===== config.mk =====
export PLATFORM = sky130hd
export DESIGN_NAME = traverse_dl_router
export DESIGN_NICKNAME = d
export VERILOG_FILES = /design/src/rtl/traverse_pkg.sv /design/src/rtl/traverse_dl_router.sv
export SDC_FILE = /design/constraint.sdc
export NUM_CORES = 1
export LEC_CHECK = 0
export BUFFER_PORTS_ARGS = -buffer_cell sky130_fd_sc_hd__buf_2
export CAP_MARGIN = 20
export CORE_MARGIN = 4
export CORE_UTILIZATION = 52
export DETAILED_ROUTE_END_ITERATION = 8
export HOLD_SLACK_MARGIN = 0.03
export PLACE_DENSITY = 0.77
export SKIP_CTS_REPAIR_TIMING = 1
export SLEW_MARGIN = 25
export SYNTH_ARGS = -nofsm -noshare
export SYNTH_HDL_FRONTEND = slang
export SYNTH_SLANG_ARGS = --single-unit

===== constraint.sdc =====
create_clock -name clk_sys -period 4.1 [get_ports clk_sys]
set_input_delay 0.205 -clock clk_sys [delete_from_list [all_inputs] [get_ports clk_sys]]
set_output_delay 0.205 -clock clk_sys [all_outputs]
set_load 0.02 [all_outputs]

===== src/rtl/traverse_pkg.sv =====
// Shared types and constants for the traverse download router: FSM states,
// ioctl index codes and the default ROM image length.
package traverse_pkg;

  typedef enum logic [2:0] {
    ST_IDLE = 3'd0,
    ST_ROM  = 3'd1,
    ST_MOD  = 3'd2,
    ST_DIP  = 3'd3,
    ST_HOLD = 3'd4
  } dl_state_t;

  localparam logic [7:0]  IDX_ROM      = 8'd0;
  localparam logic [7:0]  IDX_MOD      = 8'd1;
  localparam logic [7:0]  IDX_DIP      = 8'd254;
  localparam logic [16:0] ROM_SIZE_DEF = 17'h1_C000;
  localparam int unsigned BYTE_CNT_W   = 18;

  // Unrecognised indices map to ST_IDLE, meaning "no download state to enter".
  function automatic dl_state_t index_to_state(input logic [7:0] idx);
    case (idx)
      IDX_ROM: return ST_ROM;
      IDX_MOD: return ST_MOD;
      IDX_DIP: return ST_DIP;
      default: return ST_IDLE;
    endcase
  endfunction

endpackage


===== src/rtl/traverse_dl_router.sv =====
// Splits the hps_io ioctl download stream into ROM writes, the variant byte
// and DIP banks; owns the core reset and the ROM length check.
module traverse_dl_router
  import traverse_pkg::*;
#(
  parameter logic [16:0] ROM_SIZE    = ROM_SIZE_DEF,
  parameter int unsigned HOLD_CYCLES = 1024,
  parameter logic [7:0]  DIP1_DEF    = 8'hFF,
  parameter logic [7:0]  DIP2_DEF    = 8'hFF
) (
  input  logic        clk_sys,
  input  logic        reset,
  input  logic        user_reset,
  input  logic        ioctl_download,
  input  logic        ioctl_wr,
  input  logic [24:0] ioctl_addr,
  input  logic [7:0]  ioctl_dout,
  input  logic [7:0]  ioctl_index,
  output logic [16:0] dn_addr,
  output logic [7:0]  dn_data,
  output logic        dn_wr,
  output logic        mod_shotrider,
  output logic [7:0]  dip_switch_1,
  output logic [7:0]  dip_switch_2,
  output logic        core_reset,
  output logic        rom_size_err,
  output logic        dl_busy
);

  localparam int unsigned HOLD_W = (HOLD_CYCLES < 1) ? 1 : $clog2(HOLD_CYCLES + 1);
  localparam logic [HOLD_W-1:0]     HOLD_LOAD = HOLD_W'(HOLD_CYCLES);
  localparam logic [BYTE_CNT_W-1:0] CNT_MAX   = '1;
  localparam logic [BYTE_CNT_W-1:0] ROM_LEN   = BYTE_CNT_W'(ROM_SIZE);
  localparam logic [24:0]           ROM_LIMIT = 25'(ROM_SIZE);

  dl_state_t             state_q, state_d;
  dl_state_t             req_state, work_state;
  logic [HOLD_W-1:0]     hold_q, hold_d;
  logic [BYTE_CNT_W-1:0] cnt_q, cnt_d, cnt_base;
  logic                  over_q, over_d, over_base;
  logic                  rom_entry;
  logic                  err_q, err_d;
  logic [16:0]           dn_addr_q, dn_addr_d;
  logic [7:0]            dn_data_q, dn_data_d;
  logic                  dn_wr_q, dn_wr_d;
  logic                  mod_q, mod_d;
  logic [7:0]            dip1_q, dip1_d;
  logic [7:0]            dip2_q, dip2_d;
  logic                  core_reset_q, core_reset_d;
  logic                  busy_q, busy_d;

  // Next state, plus work_state: the mode that owns this cycle's ioctl_wr.
  // Entering a download and handling its first byte happen in the same cycle.
  always_comb begin
    req_state  = index_to_state(ioctl_index);
    work_state = ST_IDLE;
    state_d    = state_q;
    hold_d     = hold_q;
    case (state_q)
      ST_IDLE: begin
        if (ioctl_download) begin
          state_d    = req_state;
          work_state = req_state;
        end
      end
      ST_HOLD: begin
        if (ioctl_download && (req_state != ST_IDLE)) begin
          state_d    = req_state;
          work_state = req_state;
        end else if (hold_q == '0) begin
          state_d = ST_IDLE;
        end else begin
          hold_d = hold_q - HOLD_W'(1);
        end
      end
      default: begin
        if (ioctl_download) begin
          work_state = state_q;
        end else begin
          state_d = ST_HOLD;
          hold_d  = HOLD_LOAD;
        end
      end
    endcase
  end

  always_comb begin
    rom_entry = (state_q != ST_ROM) && (work_state == ST_ROM);
    cnt_base  = rom_entry ? '0 : cnt_q;
    over_base = rom_entry ? 1'b0 : over_q;
    cnt_d     = cnt_base;
    over_d    = over_base;
    dn_wr_d   = 1'b0;
    dn_addr_d = dn_addr_q;
    dn_data_d = dn_data_q;
    mod_d     = mod_q;
    dip1_d    = dip1_q;
    dip2_d    = dip2_q;
    err_d     = err_q;
    if (ioctl_wr) begin
      case (work_state)
        ST_ROM: begin
          if (cnt_base != CNT_MAX) cnt_d = cnt_base + BYTE_CNT_W'(1);
          if (ioctl_addr < ROM_LIMIT) begin
            dn_wr_d   = 1'b1;
            dn_addr_d = ioctl_addr[16:0];
            dn_data_d = ioctl_dout;
          end else begin
            over_d = 1'b1;
          end
        end
        ST_MOD: mod_d = (ioctl_dout == 8'd1);
        ST_DIP: begin
          if (ioctl_addr[24:3] == '0) begin
            if (ioctl_addr[2:0] == 3'd0)      dip1_d = ioctl_dout;
            else if (ioctl_addr[2:0] == 3'd1) dip2_d = ioctl_dout;
          end
        end
        default: ;
      endcase
    end
    // Leaving ROM only happens on a cycle with no accepted write, so cnt_q is final.
    if ((state_q == ST_ROM) && (state_d != ST_ROM)) begin
      err_d = (cnt_q != ROM_LEN) | over_q;
    end
    busy_d       = (state_d != ST_IDLE);
    core_reset_d = busy_d | user_reset;
  end

  always_ff @(posedge clk_sys or posedge reset) begin
    if (reset) begin
      state_q      <= ST_HOLD;
      hold_q       <= HOLD_LOAD;
      cnt_q        <= '0;
      over_q       <= 1'b0;
      err_q        <= 1'b0;
      dn_addr_q    <= '0;
      dn_data_q    <= '0;
      dn_wr_q      <= 1'b0;
      mod_q        <= 1'b0;
      dip1_q       <= DIP1_DEF;
      dip2_q       <= DIP2_DEF;
      core_reset_q <= 1'b1;
      busy_q       <= 1'b1;
    end else begin
      state_q      <= state_d;
      hold_q       <= hold_d;
      cnt_q        <= cnt_d;
      over_q       <= over_d;
      err_q        <= err_d;
      dn_addr_q    <= dn_addr_d;
      dn_data_q    <= dn_data_d;
      dn_wr_q      <= dn_wr_d;
      mod_q        <= mod_d;
      dip1_q       <= dip1_d;
      dip2_q       <= dip2_d;
      core_reset_q <= core_reset_d;
      busy_q       <= busy_d;
    end
  end

  assign dn_addr       = dn_addr_q;
  assign dn_data       = dn_data_q;
  assign dn_wr         = dn_wr_q;
  assign mod_shotrider = mod_q;
  assign dip_switch_1  = dip1_q;
  assign dip_switch_2  = dip2_q;
  assign core_reset    = core_reset_q;
  assign rom_size_err  = err_q;
  assign dl_busy       = busy_q;

endmodule


---- Word-level counts from Yosys, hierarchy flattened ----
Index checks and enable logic that the tools add are counted.
word-level totals
  input port bits ......................... 46
  register bits ........................... 79
operators by class
  equal/unequal tests ..................... 16
  muxes and demuxes ....................... 25
  order comparisons ....................... 1
  bitwise logic cells ..................... 4
  $add $sub $neg .......................... 2
  reduce and logical (&&, ||, !) cells .... 15
operator list
  kind                                                          number
  two-way mux 18 bit                                            4
  two-way mux 11 bit                                            3
  less-than comparator 25 x 17 -> 1 bit, second input constant  1
  logical NOT 22 bit                                            1
  one-hot mux 11 bit (2 select lines)                           1
  two-way mux 3 bit                                             7
  adder 18 x 1 -> 18 bit, second input constant                 1
  != test 18 x 17 -> 1 bit, second input constant               1
  != test 18 bit, second input constant                         1
  == test 8 x 1 -> 1 bit, second input constant                 2
  one-hot mux 3 bit (2 select lines)                            2
  logical NOT 11 bit                                            1
  subtractor 11 x 1 -> 11 bit, second input constant            1
  == test 3 x 1 -> 1 bit, second input constant                 3
  == test 8 bit, second input constant                          1
  logical NOT 8 bit                                             1
  AND reduction 4 bit                                           2
  two-way mux 1 bit                                             7
  == test 3 x 2 -> 1 bit, second input constant                 2
  logical NOT 3 bit                                             2
  != test 3 x 1 -> 1 bit, second input constant                 2
  one-hot mux 2 bit (3 select lines)                            1
  nonzero test 3 bit                                            2
  AND reduction 5 bit                                           1
  other kinds (8)                                               13

---- Depth between registers and ports, before layout ----
  depth after elaboration ................. 13
  depth in mapped cells ................... 11

---- Worst setup path before layout ----
OpenSTA, ideal clock, no wires.
  kind .................................... flip-flop to flip-flop
  from .................................... register state_q[1]
  to ...................................... register cnt_q[1]
  arrival time ............................ 2503 ps
  path buffers ............................ 2
  setup slack ............................. 1472 ps
  period minus slack after synthesis ...... 2628 ps
  stages on the path, launching flop included .. 11
  setup time .............................. 125 ps
  path through ............................ dfrtp_1 > buf_4 > nor2_1 > nand4_1 > and2_1 > ha_1 > nand3_1 > or3_4 > o311ai_4 > buf_4 > mux2_2
between the ends
  longest elaborated chain between the ends .. 9
RTL lines
  element                                                          line                                                 source
  start, declared                                                  traverse_dl_router.sv:36                             dl_state_t state_q, state_d;
  start signal, assigned                                           traverse_dl_router.sv:146                            state_q <= state_d;
  == test 3 bit, or another cell as far along                      traverse_dl_router.sv:59                             case (state_q)
  one-hot mux 3 bit (2 select lines)                               traverse_dl_router.sv:59
  == test 3 x 1 -> 1 bit                                           traverse_dl_router.sv:88, traverse_dl_router.sv:101
  logical AND 1 bit                                                traverse_dl_router.sv:88                             rom_entry = (state_q != ST_ROM) && (work_state == ST_ROM);
  two-way mux 18 bit                                               traverse_dl_router.sv:89                             cnt_base = rom_entry ? '0 : cnt_q;
  adder 18 x 1 -> 18 bit / != test 18 bit (equally long branches)  traverse_dl_router.sv:103                            if (cnt_base != CNT_MAX) cnt_d = cnt_base + BYTE_CNT_W'(1);
  two-way mux 18 bit                                               traverse_dl_router.sv:103
  two-way mux 18 bit                                               traverse_dl_router.sv:101                            case (work_state)
  two-way mux 18 bit (*)                                           traverse_dl_router.sv:100                            if (ioctl_wr) begin
  net cnt_d[1]                                                     traverse_dl_router.sv:39                             logic [BYTE_CNT_W-1:0] cnt_q, cnt_d, cnt_base;
  end signal, assigned                                             traverse_dl_router.sv:148                            cnt_q <= cnt_d;
  end, declared                                                    traverse_dl_router.sv:39
The timed path passes the listed nets; every way through them passes the cells marked *.
A chain may end at the register's enable or synchronous reset.

---- Final worst setup path ----
  from .................................... register state_q[0]
  to ...................................... register cnt_q[1]
Same word-level chain as after synthesis.

==> out/results.tsv <==
stage	metric	value	unit
global_route	met1_usage	31.3	%
global_route	grt_pass1_wl	15.7	mm
setup_path	cp_max_fo	16	
floorplan	fp.dieH	95.3	um
global_route	grt-ovfl-total	0	
cts	cts.clk_slew.worst_paths	0.08	ns
sta	drv_slew	0	
sta	finalSetupTns	0	ns
cts	clk-insertion-delay-late	0.35	ns
floorplan	die_x	95.3	um
setup_path	crit_type	reg2reg	
yosys	synth-edff-count	0	
pwr	ir_drop	245	uV
global_route	antenna_found_initial	0	
yosys	netlist_instances	350	
drt	detail_route.iter0.violations	358	
finish	fin_util	64.2	%
setup_path	r2r_end	cnt_q[1]	
yosys	yosysTopAreaCell	dfrtp_1	
cts	cts_tree	done	
setup_path	cp-end-kind	flip-flop	
yosys	ys_types	53	
floorplan	die-area	9080	um2
cts	cts_root_buf	clkbuf_8	
placed_design	hpwl	6.95	mm
cts	cts_buffers	9	
yosys	synth_flop_cell	dfrtp_1	
sta	clock.fmax	284	MHz
status	status	completed	
global_route	grt_pass1_vias	3159	
drt	drc	0	
sta	period_needed	3.52	ns
drt	vias	3208	
setup_path	rrSetupSlack	0.58	ns
drt	routedWlPerCell	17.0	um
placed_design	gp_congestion	0.850	
finish	drive_above_1_share	42.5	%
setup_path	rr_worst_depth	9	
sta	rsz0062_at_grt	no	
global_route	grt_usage	22.2	%
cts	clock-sinks	79	
min_path	holdPathStages	2	
drt	drtAntennaViolNets	0	
floorplan	core_area	7330	um2
setup_path	critPathRequiredTime	4.33	ns
global_route	use_met2	33.4	%
setup_path	start_kind	flip-flop	
finish	final_cells	548	
yosys	yosys_warnings	0	
yosys	syn_area	3960	um2
yosys	synthTopCellsByArea	dfrtp_1, dfstp_2, mux2_2, nand2_1, nor4_1	
drt	first_pass_iters	5	
pwr	p_leak	0.00222	uW
flow_run	maxCapViolCount	0	
sta	worstMarginPinSlew	0.857	ns
global_route	met3_usage	5.68	%
yosys	syn_avg_cell_area	11.3	um2
cts	htreeDepth	3	
floorplan	pin_count	92	
yosys	ys_seq_area_share	50.5	%
finish	area_growth	18.7	%
setup_path	r2r_start	state_q[0]	
global_route	grt_max_degree	54	
floorplan	rows	31	
sta	skew	0.0132	ns
finish	antenna_cells	0	
placed_design	dp.cells	531	
sta	fin_crit_sh	85.8	%
yosys	async_flop_share	100	%
finish	fin_nets	492	
sta	hold_viol_final	0	
drt	vias_per_cell	5.85	
sta	slew_headroom	42.1	%
setup_path	arrival	3.75	ns
min_path	hp-class	in2reg	
pwr	p_per_area	380	nW/um2
min_path	min_to	core_reset	
drt	drt_wl_total	9.34	mm
min_path	min-delay-start	user_reset	
placed_design	port_buffers	91	
floorplan	start_util	54.1	%
sta	setup_viol	0	
yosys	yosys_register_bits	79	
global_route	busiest_layer	met2	
cts	clockBufferDepth	2	
yosys	yosysTopAreaCellShare	37.2	%
yosys	syn_nets	398	
==> stage by stage <==
| step | hold slack, ns | area (um2) | setup slack (ns) | power (uW) |
|---|---|---|---|---|
| 6_report | 0.0623 | 4710 | 0.581 | 1790 |
| 5_1_grt | 0.0662 | 4710 | 0.335 | 1890 |
| 4_1_cts | -0.0405 | 4700 | 0.634 | 1800 |
| 3_5_place_dp | 0.345 | 4510 | 0.673 | 1250 |
| 3_3_place_gp | 0.418 | 4500 | 0.820 | 1230 |
| 2_1_floorplan | 0.317 | 3960 | 1.47 | 1150 |
==> kinds of logic after synthesis <==
kind of cell               Yosys count  synth area share [%]
adders and majority gates            2                 0.631
and+or+nand+nor                    141                  20.3
AOI/OAI and AO/OA                   58                  12.3
DFF                                 79                  50.5
xor gates and xnor gates             3                 0.663
buffers and inverters               20                  2.40
muxes                               47                  13.2
==> worst max-delay path: stages (launching register included) <==
cell and delay (ns):
dfrtp_1 0.72, nor2_1 0.24, nand4_1 0.16, buf_4 0.21, and2_1 0.20, ha_1 0.19, nand3_1 0.24, or3_4 0.50
o311ai_4 0.53, mux2_2 0.40
==> layout make-up <==
type	instances	area, um2
clock buffers	11	151
clock inverters	5	38.8
fillers	579	2620
inverters	7	28.8
multi-input cells	251	1870
flip-flops and latches	79	2000
well taps	99	124
repair buffers	96	495
==> cell usage in the layout (no fill, tap or decap), types with 3 or more instances in the layout <==
cell | Yosys | final
nor2_1 | 21 | 21
dfrtp_1 | 59 | 59
nor4_2 | 3 | 3
mux2_2 | 43 | 43
o31ai_1 | 9 | 9
and3_1 | 4 | 4
nand3_1 | 11 | 11
mux2i_1 | 4 | 4
dfstp_2 | 20 | 20
and2_1 | 4 | 4
or3_1 | 6 | 6
nand2_1 | 32 | 32
a31oi_1 | 5 | 5
a21oi_1 | 13 | 13
nor4_1 | 13 | 13
inv_1 | 7 | 6
nand4_1 | 11 | 11
clkbuf_8 | 0 | 11
buf_2 | 4 | 91
or4_1 | 10 | 10
nand2b_1 | 7 | 7
buf_4 | 4 | 4
nor3_1 | 8 | 8
o21ai_0 | 8 | 8
==> worst max path at each step <==
stage,from,end,cells past startpoint
6_report,state_q[0],cnt_q[1],9
3_5_place_dp,state_q[0],cnt_q[1],9
4_1_cts,state_q[0],cnt_q[1],9
3_3_place_gp,state_q[0],cnt_q[1],9
5_1_grt,state_q[0],cnt_q[1],9
2_1_floorplan,state_q[1],cnt_q[1],10
==> sequential cells by signal, summed over array words and instances (netlist names) <==
signal / count
cnt_q: 18
dip_switch_1: 8
dl_busy: 1
rom_size_err: 1
hold_q: 11
dn_data: 8
dip_switch_2: 8
dn_addr: 17
state_q: 3
core_reset: 1
dn_wr: 1
mod_shotrider: 1
over_q: 1
==> layer usage <==
layer / vias up / wire length (um)
li1: 1512 / -
met1: 1550 / 4090
met2: 132 / 4350
met3: 14 / 739
met4: 0 / 165
met5: - / 0
==> cell usage after synthesis, drive strengths merged (9+ instances only) <==
| cell type | count |
|---|---|
| nand3 | 11 |
| mux2 | 43 |
| nor2 | 21 |
| a21oi | 14 |
| or4 | 10 |
| nand2 | 32 |
| o31ai | 9 |
| nand4 | 11 |
| dfrtp | 59 |
| nor4 | 18 |
| dfstp | 20 |
==> power by group <==
group	leakage, uW	internal [uW]	switching, uW
Sequential	0.00101	860	68.0
Combinational	0.00111	133	179
Clock	0.0000963	257	294
Total	0.00222	1250	541
Note: power is estimated with default switching activity, not from simulation.
